### config.mk
export PLATFORM = sky130hd
export DESIGN_NAME = n2r_pingpong_buffer_i
export DESIGN_NICKNAME = d
export VERILOG_FILES = /design/src/rtl/n2r_pkg.sv /design/src/rtl/n2r_slice_bank.sv /design/src/rtl/n2r_pingpong_buffer_i.sv
export SDC_FILE = /design/constraint.sdc
export NUM_CORES = 1
export LEC_CHECK = 0
export CAP_MARGIN = 0
export CORE_MARGIN = 2
export CORE_UTILIZATION = 57
export CTS_CLUSTER_DIAMETER = 150
export CTS_CLUSTER_SIZE = 14
export DETAILED_ROUTE_END_ITERATION = 12
export GPL_TIMING_DRIVEN = 0
export PLACE_DENSITY = 0.79
export SYNTH_ARGS = -nofsm -noshare
export SYNTH_HDL_FRONTEND = slang
export SYNTH_SLANG_ARGS = --single-unit
### constraint.sdc
create_clock -name clk -period 5.69 [get_ports clk]
set_input_delay 1.138 -clock clk [delete_from_list [all_inputs] [get_ports clk]]
set_output_delay 1.138 -clock clk [all_outputs]
set_load 0.01 [all_outputs]
### src/rtl/n2r_pkg.sv
// n2r_pkg: shared configuration for the input-matrix normal-to-ready converter.
// Holds the base geometry, every derived constant, and the top-level and
// per-bank state encodings used by n2r_pingpong_buffer_i and n2r_slice_bank.
package n2r_pkg;

    // Smallest counter width able to index n items; never narrower than 1 bit.
    function automatic int clog2_min1(input int n);
        return (n <= 1) ? 1 : $clog2(n);
    endfunction

    // Base geometry. FRAC_WIDTH only documents the fixed-point format;
    // elements pass through this block untouched.
    localparam int WIDTH      = 16;
    localparam int FRAC_WIDTH = 8;
    localparam int BLOCK_SIZE = 2;
    localparam int NUM_CORES  = 2;
    localparam int ROW        = 8;
    localparam int COL        = 4;

    // Derived geometry.
    localparam int CHUNK_SIZE     = BLOCK_SIZE * BLOCK_SIZE;
    localparam int SLICE_ROWS     = BLOCK_SIZE * NUM_CORES;
    localparam int CHUNKS_PER_ROW = COL / BLOCK_SIZE;
    localparam int SLICES         = ROW / SLICE_ROWS;
    localparam int ROW_W          = WIDTH * COL;
    localparam int OUT_W          = WIDTH * CHUNK_SIZE * NUM_CORES;

    // Counter widths.
    localparam int LINE_W = clog2_min1(SLICE_ROWS);
    localparam int CIDX_W = clog2_min1(CHUNKS_PER_ROW);
    localparam int SIDX_W = clog2_min1(SLICES);
    localparam int ROWS_W = $clog2(ROW + 1);

    // Top-level sequencing states.
    localparam logic [1:0] S_IDLE = 2'd0;
    localparam logic [1:0] S_RUN  = 2'd1;
    localparam logic [1:0] S_DONE = 2'd2;

    // Per-bank occupancy states.
    localparam logic [1:0] B_EMPTY = 2'd0;
    localparam logic [1:0] B_FILL  = 2'd1;
    localparam logic [1:0] B_FULL  = 2'd2;
    localparam logic [1:0] B_DRAIN = 2'd3;

endpackage

### src/rtl/n2r_slice_bank.sv
// n2r_slice_bank: one ping-pong bank holding SLICE_ROWS matrix rows.
// Ports:
//   clk       rising-edge clock
//   wr_en     write wr_data into line wr_line this cycle
//   wr_line   destination line (row index within the slice)
//   wr_data   one full matrix row, column 0 in the MSBs
//   rd_chunk  chunk index c selecting columns c*BLOCK_SIZE .. c*BLOCK_SIZE+BLOCK_SIZE-1
//   rd_data   NUM_CORES blocks of BLOCK_SIZE x BLOCK_SIZE, core 0 in the MSBs (combinational)
module n2r_slice_bank
    import n2r_pkg::*;
(
    input  logic              clk,
    input  logic              wr_en,
    input  logic [LINE_W-1:0] wr_line,
    input  logic [ROW_W-1:0]  wr_data,
    input  logic [CIDX_W-1:0] rd_chunk,
    output logic [OUT_W-1:0]  rd_data
);

    logic [ROW_W-1:0] mem [SLICE_ROWS];

    // NOTE: the storage array has no reset; the bank state machine in the top
    // decides when lines hold valid data, so clearing them would only add logic.
    always_ff @(posedge clk) begin
        if (wr_en) begin
            mem[wr_line] <= wr_data;
        end
    end

    // Core k, block element (r,j) comes from line k*BLOCK_SIZE+r, column
    // rd_chunk*BLOCK_SIZE+j, and lands at flat position k*CHUNK_SIZE+r*BLOCK_SIZE+j
    // counted from the MSB end.
    // NOTE: rd_data is assigned a default before the loops so no latch is inferred.
    always_comb begin
        rd_data = '0;
        for (int k = 0; k < NUM_CORES; k++) begin
            for (int r = 0; r < BLOCK_SIZE; r++) begin
                for (int j = 0; j < BLOCK_SIZE; j++) begin
                    rd_data[OUT_W-1-(k*CHUNK_SIZE+r*BLOCK_SIZE+j)*WIDTH -: WIDTH] =
                        mem[k*BLOCK_SIZE+r][ROW_W-1-(int'(rd_chunk)*BLOCK_SIZE+j)*WIDTH -: WIDTH];
                end
            end
        end
    end

endmodule

### src/rtl/n2r_pingpong_buffer_i.sv
// n2r_pingpong_buffer_i: converts a row-major input matrix into per-core
// BLOCK_SIZE x BLOCK_SIZE blocks. Rows fill one bank while the other bank drains.
// Ports:
//   clk, rst_n   clock, asynchronous active-low reset
//   start        begin one matrix (honoured only when idle)
//   in_valid     in_data holds a row;  in_ready: row accepted on in_valid && in_ready
//   in_data      one row, column 0 in the MSBs
//   out_valid    out_data holds a beat; out_ready: beat consumed on out_valid && out_ready
//   out_data     one block per core, core 0 in the MSBs
//   slice_done   pulses while the last beat of a slice is consumed
//   buffer_done  pulses while the last beat of the matrix is consumed
module n2r_pingpong_buffer_i
    import n2r_pkg::*;
(
    input  logic             clk,
    input  logic             rst_n,
    input  logic             start,
    input  logic             in_valid,
    output logic             in_ready,
    input  logic [ROW_W-1:0] in_data,
    output logic             out_valid,
    input  logic             out_ready,
    output logic [OUT_W-1:0] out_data,
    output logic             slice_done,
    output logic             buffer_done
);

    if (ROW % SLICE_ROWS != 0) begin : g_bad_row
        $error("ROW must be a multiple of BLOCK_SIZE*NUM_CORES");
    end
    if (COL % BLOCK_SIZE != 0) begin : g_bad_col
        $error("COL must be a multiple of BLOCK_SIZE");
    end

    logic [1:0]        state, state_nx;
    logic [1:0][1:0]   bank_st, bank_nx;
    logic              wr_bank, wr_bank_nx;
    logic              rd_bank;
    logic [LINE_W-1:0] wr_line, wr_line_nx;
    logic [ROWS_W-1:0] rows_acc, rows_nx;
    logic [CIDX_W-1:0] rd_chunk;
    logic [SIDX_W-1:0] rd_slice;
    logic              out_bank, out_last_chunk, out_last_matrix;
    logic              in_ready_nx;
    logic [OUT_W-1:0]  bank_rd [2];

    logic start_fire, wr_fire, out_fire, last_row, rd_last, rd_avail, load;

    assign start_fire = (state == S_IDLE) && start;
    assign wr_fire    = in_valid && in_ready;
    assign out_fire   = out_valid && out_ready;
    assign last_row   = (wr_line == LINE_W'(SLICE_ROWS - 1));
    assign rd_last    = (rd_chunk == CIDX_W'(CHUNKS_PER_ROW - 1));
    assign rd_avail   = (bank_st[rd_bank] == B_FULL) || (bank_st[rd_bank] == B_DRAIN);
    // The read pointer leaves a bank as soon as its last chunk is loaded, so a
    // DRAIN bank under the read pointer always still has chunks to send.
    assign load       = (state == S_RUN) && (!out_valid || out_ready) && rd_avail;

    assign slice_done  = out_fire && out_last_chunk;
    assign buffer_done = out_fire && out_last_matrix;

    for (genvar g = 0; g < 2; g++) begin : g_bank
        n2r_slice_bank u_bank (
            .clk      (clk),
            .wr_en    (wr_fire && (wr_bank == 1'(g))),
            .wr_line  (wr_line),
            .wr_data  (in_data),
            .rd_chunk (rd_chunk),
            .rd_data  (bank_rd[g])
        );
    end

    always_comb begin
        state_nx = state;
        case (state)
            S_IDLE:  if (start) state_nx = S_RUN;
            S_RUN:   if (out_fire && out_last_matrix) state_nx = S_DONE;
            S_DONE:  state_nx = S_IDLE;
            default: state_nx = S_IDLE;
        endcase
    end

    // Write and read sides never touch the same bank in one cycle, and a bank
    // is only released once the beat carrying its last chunk has left.
    always_comb begin
        bank_nx = bank_st;
        for (int b = 0; b < 2; b++) begin
            if (wr_fire && wr_bank == 1'(b)) bank_nx[b] = last_row ? B_FULL : B_FILL;
            if (load && rd_bank == 1'(b)) bank_nx[b] = B_DRAIN;
            if (out_fire && out_last_chunk && out_bank == 1'(b)) bank_nx[b] = B_EMPTY;
        end
    end

    always_comb begin
        wr_bank_nx = wr_bank;
        wr_line_nx = wr_line;
        rows_nx    = rows_acc;
        if (start_fire) begin
            wr_bank_nx = 1'b0;
            wr_line_nx = '0;
            rows_nx    = '0;
        end else if (wr_fire) begin
            wr_bank_nx = wr_bank ^ last_row;
            wr_line_nx = last_row ? '0 : wr_line + 1'b1;
            rows_nx    = rows_acc + 1'b1;
        end
    end

    // Registered ready, computed from next-cycle state so a bank freed in
    // this cycle is writable in the next one.
    assign in_ready_nx = (state_nx == S_RUN) &&
                         (bank_nx[wr_bank_nx] != B_FULL) &&
                         (bank_nx[wr_bank_nx] != B_DRAIN) &&
                         (rows_nx < ROWS_W'(ROW));

    // NOTE: all state below is updated with non-blocking assignments so every
    // register samples the pre-edge values of the others.
    always_ff @(posedge clk or negedge rst_n) begin
        if (!rst_n) begin
            state           <= S_IDLE;
            bank_st         <= {B_EMPTY, B_EMPTY};
            wr_bank         <= 1'b0;
            wr_line         <= '0;
            rows_acc        <= '0;
            in_ready        <= 1'b0;
            rd_bank         <= 1'b0;
            rd_chunk        <= '0;
            rd_slice        <= '0;
            out_valid       <= 1'b0;
            out_data        <= '0;
            out_bank        <= 1'b0;
            out_last_chunk  <= 1'b0;
            out_last_matrix <= 1'b0;
        end else begin
            state    <= state_nx;
            bank_st  <= bank_nx;
            wr_bank  <= wr_bank_nx;
            wr_line  <= wr_line_nx;
            rows_acc <= rows_nx;
            in_ready <= in_ready_nx;

            if (start_fire) begin
                rd_bank  <= 1'b0;
                rd_chunk <= '0;
                rd_slice <= '0;
            end else if (load) begin
                rd_chunk <= rd_last ? '0 : rd_chunk + 1'b1;
                if (rd_last) begin
                    rd_bank  <= ~rd_bank;
                    rd_slice <= rd_slice + 1'b1;
                end
            end

            if (load) begin
                out_valid       <= 1'b1;
                out_data        <= rd_bank ? bank_rd[1] : bank_rd[0];
                out_bank        <= rd_bank;
                out_last_chunk  <= rd_last;
                out_last_matrix <= rd_last && (rd_slice == SIDX_W'(SLICES - 1));
            end else if (out_fire) begin
                out_valid <= 1'b0;
            end
        end
    end

endmodule

**Yosys cells after proc, flatten, opt, wreduce, memory -nomap -nowiden**

Memories as Yosys holds them, arrays and structs flattened.
Cells that the tools add are included.

- Add/subtract/negate cells: 7
- $lt $le $gt $ge: 3
- Equal/unequal tests: 7
- Shifts and indexed selects: 16
- Mux-type cells: 37
- Bitwise operators: 4
- Reductions and logical operators: 26

Operators by type and width:

| kind | number |
|---|---|
| indexed part select 79 x 7 -> 16 bit | 8 |
| indexed part select 79 x 8 -> 16 bit | 8 |
| two-way mux 128 bit | 1 |
| two-way mux 2 bit | 16 |
| logical AND 1 bit | 17 |
| two-way mux 1 bit | 17 |
| two-way mux 4 bit | 2 |
| nonzero test 2 bit | 4 |
| subtractor 6 x 7 -> 8 bit (first input constant) | 1 |
| subtractor 6 x 6 -> 7 bit (first input constant) | 1 |
| == test 2 bit (second input constant) | 3 |
| adder 4 x 1 -> 4 bit (second input constant) | 1 |
| == test 2 x 1 -> 1 bit (second input constant) | 2 |
| less-than comparator 1 x 2 -> 1 bit (second input constant) | 2 |
| less-than comparator 4 bit (second input constant) | 1 |
| != test 2 bit (second input constant) | 2 |
| one-hot mux 2 bit (2 select lines) | 1 |
| adder 2 x 1 -> 3 bit (second input constant) | 1 |
| inverter 1 bit | 3 |
| adder 1 bit (second input constant) | 2 |
| adder 2 x 1 -> 2 bit (second input constant) | 1 |
| zero test 2 bit | 1 |
| logical OR 1 bit | 2 |
| AND reduction 2 bit | 1 |
| other kinds (2) | 2 |

- Register bits: 149
- Memory bits (writable): 512
- Input port bits: 69
- Output and inout bits: 132
- Word-level logic and storage cells: 117
- Memories: 2

Memory list:

| name | words | bits a word | read ports | clocked after memory_dff | write ports | RTL line | source |
|---|---|---|---|---|---|---|---|
| g_bank[0].u_bank.mem | 4 | 64 | 4 | 0 | 1 | n2r_slice_bank.sv:20 | `logic [ROW_W-1:0] mem [SLICE_ROWS];` |
| g_bank[1].u_bank.mem | 4 | 64 | 4 | 0 | 1 | n2r_slice_bank.sv:20 |  |

**Longest topological paths before layout**

- Depth after elaboration: 14
- Gate-level depth with buffers: 8
- Mapped depth without buffers: 6

**Modules after synthesis**

Synthesis repeated with hierarchy kept, for this count alone.

- Cells, all modules: 1,450
- Area total of the unflattened synthesis: 25,525.7 um2

By module, submodules not included:

| module | times used | cells an instance | area an instance (um2) | sequential area each (um2) |
|---|---|---|---|---|
| n2r_slice_bank | 2 | 402 | 9,337.7 | 7,687.4 |
| n2r_pingpong_buffer_i | 1 | 646 | 6,850.3 | 3,678.5 |

**Worst setup path before layout**

No wires, ideal clock.

- Path kind: input to register
- Start point: in in_valid
- End point: reg in_ready
- Setup time: 131 ps
- Arrival: 4,402 ps
- Data required time: 5,559 ps
- Path slack: 1,157 ps
- Cell stages on the path: 5
- Buffers on the path: 0
- Path through: nand3_1 > nor2_1 > a21oi_1 > nor3_1 > a211oi_1

- Longest elaborated chain between the ends: 11
- Elaborated cells on any way between the ends: 21
- Classes of those cells: order compare: 1; eq/ne: 2; mux: 12; reduce/logical: 6

Ends and longest elaborated chain:

| element | RTL line | source |
|---|---|---|
| start, declared | n2r_pingpong_buffer_i.sv:18 | `input logic in_valid,` |
| logical AND 1 bit * | n2r_pingpong_buffer_i.sv:50 | `assign wr_fire = in_valid && in_ready;` |
| logical AND 1 bit | n2r_pingpong_buffer_i.sv:88 | `if (wr_fire && wr_bank == 1'(b)) bank_nx[b] = last_row ? B_FULL : B_FILL;` |
| two-way mux 2 bit | n2r_pingpong_buffer_i.sv:88 |  |
| two-way mux 2 bit | n2r_pingpong_buffer_i.sv:89 | `if (load && rd_bank == 1'(b)) bank_nx[b] = B_DRAIN;` |
| two-way mux 2 bit | n2r_pingpong_buffer_i.sv:90 | `if (out_fire && out_last_chunk && out_bank == 1'(b)) bank_nx[b] = B_EMPTY;` |
| two-way mux 2 bit (not written as such) (2 in a row) | n2r_pingpong_buffer_i.sv:112, n2r_pingpong_buffer_i.sv:113 |  |
| != test 2 bit | n2r_pingpong_buffer_i.sv:112 | `(bank_nx[wr_bank_nx] != B_FULL) &&` |
| logical AND 1 bit | n2r_pingpong_buffer_i.sv:111 | `assign in_ready_nx = (state_nx == S_RUN) &&` |
| logical AND 1 bit | n2r_pingpong_buffer_i.sv:112 |  |
| logical AND 1 bit * | n2r_pingpong_buffer_i.sv:113 | `(bank_nx[wr_bank_nx] != B_DRAIN) &&` |
| named net in_ready_nx | n2r_pingpong_buffer_i.sv:44 | `logic in_ready_nx;` |
| end signal, assigned | n2r_pingpong_buffer_i.sv:140 | `in_ready <= in_ready_nx;` |
| end, declared | n2r_pingpong_buffer_i.sv:19 | `output logic in_ready,` |

The timed path passes the listed nets; every way through them passes the cells marked *. The select of a mux whose other input is x is not followed.
A chain may end at the register's enable or synchronous reset.

**Worst setup path after layout**

- Start point: in out_ready
- End point: out slice_done

- Longest elaborated chain between the ends: 2

Ends and longest elaborated chain:

| element | RTL line | source |
|---|---|---|
| start, declared | n2r_pingpong_buffer_i.sv:22 | `input logic out_ready,` |
| logical AND 1 bit | n2r_pingpong_buffer_i.sv:51 | `assign out_fire = out_valid && out_ready;` |
| logical AND 1 bit | n2r_pingpong_buffer_i.sv:59 | `assign slice_done = out_fire && out_last_chunk;` |
| end, declared | n2r_pingpong_buffer_i.sv:24 | `output logic slice_done,` |

No other way between the ends.

==> run summary <==
========================================================================================
Clk slew on worst S/H paths                                                      0.07 ns
Iteration-0 DRC count of the detailed router                                       1,334
Synth-to-layout area growth                                                        18.3%
Number of clock sinks                                                                659
Pwr Density                                                                  524 nW/um^2
Commonest cells after routing, fill and taps aside                          edfxtp_1 (512), nand2_1 (397), clkdlybuf4s50_1 (199)
Number of violations of the max-capacitance limit                                      0
Fin util                                                                           68.2%
Worst-path maximum fanout                                                              3
Static leakage                                                                   10.3 nW
Fraction of final layout cells sized beyond drive strength 1                       14.7%
CTS Buffer Depth                                                                       3
Startpoint type of the worst setup path                                       input port
Number of hold violations in the final report                                          0
Setup repair after global routing missed its margin                                false
Max-slew headroom                                                                  27.6%
Kind of cell adding the most delay to the critical path                     buffers and inverters
Final global-route overflow total                                                      0
Antenna violations before repair                                                       1
Root buffer selected by CTS                                                    clkbuf_16
Crit-path most repeated cell                                                clkdlybuf4s50_1
Most common cell after layout, fill and taps aside                              edfxtp_1
Final Wtd Congestion                                                               0.824
# resized after CTS                                                                    0
Cell area after technology mapping                                          24,100 sq um
Width of the die                                                                  210 um
Category of the most critical setup path                                       in -> out
Sequential share of the synthesized area                                           79.0%
# setup viols final                                                                    0
Number of warnings printed during yosys synthesis                                      0
# rows                                                                                75
Global-route usage over all layers                                                 26.2%
Later-pin clock latency in the skew report                                       0.59 ns
Number of buffers inserted by port buffering                                         200
Transition time at the pin with the least slew margin                            1.09 ns
Cts bufs inserted                                                                     53
CP Data Required Time                                                            4.55 ns
Final net count                                                                    1,649
Number of global-route vias before repair                                         13,346
Syn_area_per_cell                                                             18.4 sq um
Routed wire per std cell                                                         25.9 um
Number of placed instances with taps included                                      2,059
Cells along the critical path                                               clkdlybuf4s50_1 -> nand3_1 -> inv_1 -> clkdlybuf4s50_1
Maximum ir drop on the vdd rail                                                 0.394 mV
Detailed-route DRC error count                                                         0
Number of fillers in the final layout                                              2,657
Core area                                                                   41,900 sq um
Post-synth net total                                                               1,385
Synthesis-stage register bit count                                                   659
Number of levels in the clock H-tree                                                   2
Antenna-violating nets left                                                            0
Delay contributed by the slowest stage of the critical path                      0.55 ns
Area after DPL                                                              27,000 sq um
Via total after detailed routing                                                  12,855
Shortest period the worst path allows                                            3.64 ns
CTS tree                                                                             yes
Average vias per placed instance                                                    5.96
Global-route wire length before repair                                           83.2 mm
Slowest cell on the critical path                                           clkdlybuf4s50_1
I/O pin count                                                                        201
Outcome                                                                     finished, final reports clean
Capturing element type of the critical path                                   output pin
Total half-perimeter wirelength after legalization and detailed placement        34.6 mm
Final Skew                                                                     0.0116 ns
Routed Wire Length                                                               55.8 mm
Number of standard cells in the layout, taps in and fillers out                    2,157
Upper clock frequency limit                                                      275 MHz
Area of the die                                                             44,000 sq um
Largest net degree at the start of global routing                                     89
Post-cts hold buffer count                                                             0
Initial core utilization                                                           57.6%
Number of optimization iterations in the first detailed-route pass                     5
Number of unique standard cell types used by synthesis                                31
CP Data Arrival Time                                                             2.50 ns
Worst setup timing slack at the placement stage                                  2.07 ns
Slew Limit Fails                                                                       0
Post-Syn Instances                                                                 1,311
Setup WS post-layout                                                             2.05 ns
Class of the tightest hold or removal check                                  in -> async
Worst path bufs/invs                                                                   3
Die boundary height                                                               210 um
Share of the cycle needed by the critical path after routing                       64.0%
Post-CTS Setup Inserts                                                                 0
Post-layout instance area                                                   28,500 sq um
========================================================================================
-- cell usage after synthesis, drive strengths merged --
cell | number | area share [%]
dfrtp | 147 | 15
nor2b | 1 | 0.026
a21oi | 4 | 0.083
ha | 5 | 0.26
nor2 | 14 | 0.22
xnor2 | 2 | 0.073
clkbuf | 22 | 0.34
o21ai | 2 | 0.041
mux4 | 128 | 12
nand3 | 4 | 0.083
and3b | 1 | 0.036
nor3 | 3 | 0.083
edfxtp | 512 | 64
a211oi | 2 | 0.062
nand2b | 3 | 0.078
nand2 | 397 | 6.2
o31ai | 1 | 0.031
inv | 6 | 0.093
nand4 | 1 | 0.026
or3 | 1 | 0.026
xor2 | 5 | 0.18
buf | 39 | 0.85
and3 | 1 | 0.026
a31oi | 1 | 0.026
mux2i | 1 | 0.041
and2 | 7 | 0.18
nor3b | 1 | 0.031
-- path summary, 6_finish.rpt --
path | from | end | slack [ns] | cells after the start
hold reg to reg | out_data[14] | out_data[14] | 0.48 | 2
setup reg to reg | wr_line[0] | in_ready | 3.29 | 8
min in group clk | out_data[14] | out_data[14] | 0.48 | 2
hold / removal | rst_n | out_data[79] | 0.47 | 1
setup / recovery | out_ready | slice_done | 2.05 | 4
max in group asynchronous | rst_n | out_data[99] | 4.31 | 2
-- registers in the layout, summed over array words and instances, names as in the netlist --
signal and count:
rd_bank 1, out_last_chunk 1, state 2, out_last_matrix 1, rd_slice 1, rd_chunk 1, out_data 128, out_bank 1
rows_acc 4, out_valid 1, wr_bank 1, wr_line 2, in_ready 1, bank_st 2, g_bank.u_bank.mem 512
-- worst register-to-register path, cell delays in order (launching register included) --
cell and delay [ns]:
dfrtp_1 0.43, ha_1 0.25, nand3_1 0.19, nor2_4 0.59, buf_12 0.29, buf_12 0.22, a21oi_1 0.08, nor3_1 0.15
a211oi_1 0.08
-- layer usage --
| metal | global-route usage [%] | routed length, um |
|---|---|---|
| met4 | 9.27 | 1720 |
| met2 | 42.1 | 27500 |
| met3 | 5.03 | 5060 |
| met1 | 36.7 | 21500 |
| met5 | 0 | 0 |
-- power by group --
part           switching [mW]  leakage (nW)  internal (mW)
Sequential              0.469          6.45           6.10
Combinational            2.86          3.17           2.19
Clock                    1.59         0.711           1.76
Total                    4.92          10.3           10.0
-- layout make-up --
class | instances | area [sq um] | share of cell area, %
Sequential cell | 659 | 19100 | 66.8
Multi-Input combinational cell | 585 | 4780 | 16.8
Timing Repair Buffer | 209 | 2210 | 7.74
Clock buffer | 96 | 1490 | 5.21
Tap cell | 539 | 674 | 2.36
Buffer | 61 | 287 | 1.00
Inverter | 6 | 25.0 | 0.0877
Clock inverter | 1 | 16.3 | 0.0570
Antenna cell | 1 | 2.50 | 0.00877
-- per-stage QoR --
step           power [mW]  hold slack [ns]  setup TNS (ns)
5_1_grt              15.6            0.493               0
2_1_floorplan        9.30            0.428               0
3_5_place_dp         11.7            0.458               0
3_3_place_gp         11.5            0.444         -575.37
4_1_cts              15.1            0.481               0
6_report             15.0            0.467               0
-- kinds of logic after synthesis --
logic type | Yosys count | share of synthesized area [%]
compound gates | 10 | 0.244
xor+xnor | 7 | 0.254
fa+ha+maj | 5 | 0.259
buf+inv | 67 | 1.28
flops | 659 | 79.0
mux | 129 | 12.0
simple gates | 434 | 6.99
Note: power is estimated with default switching activity, not from simulation.
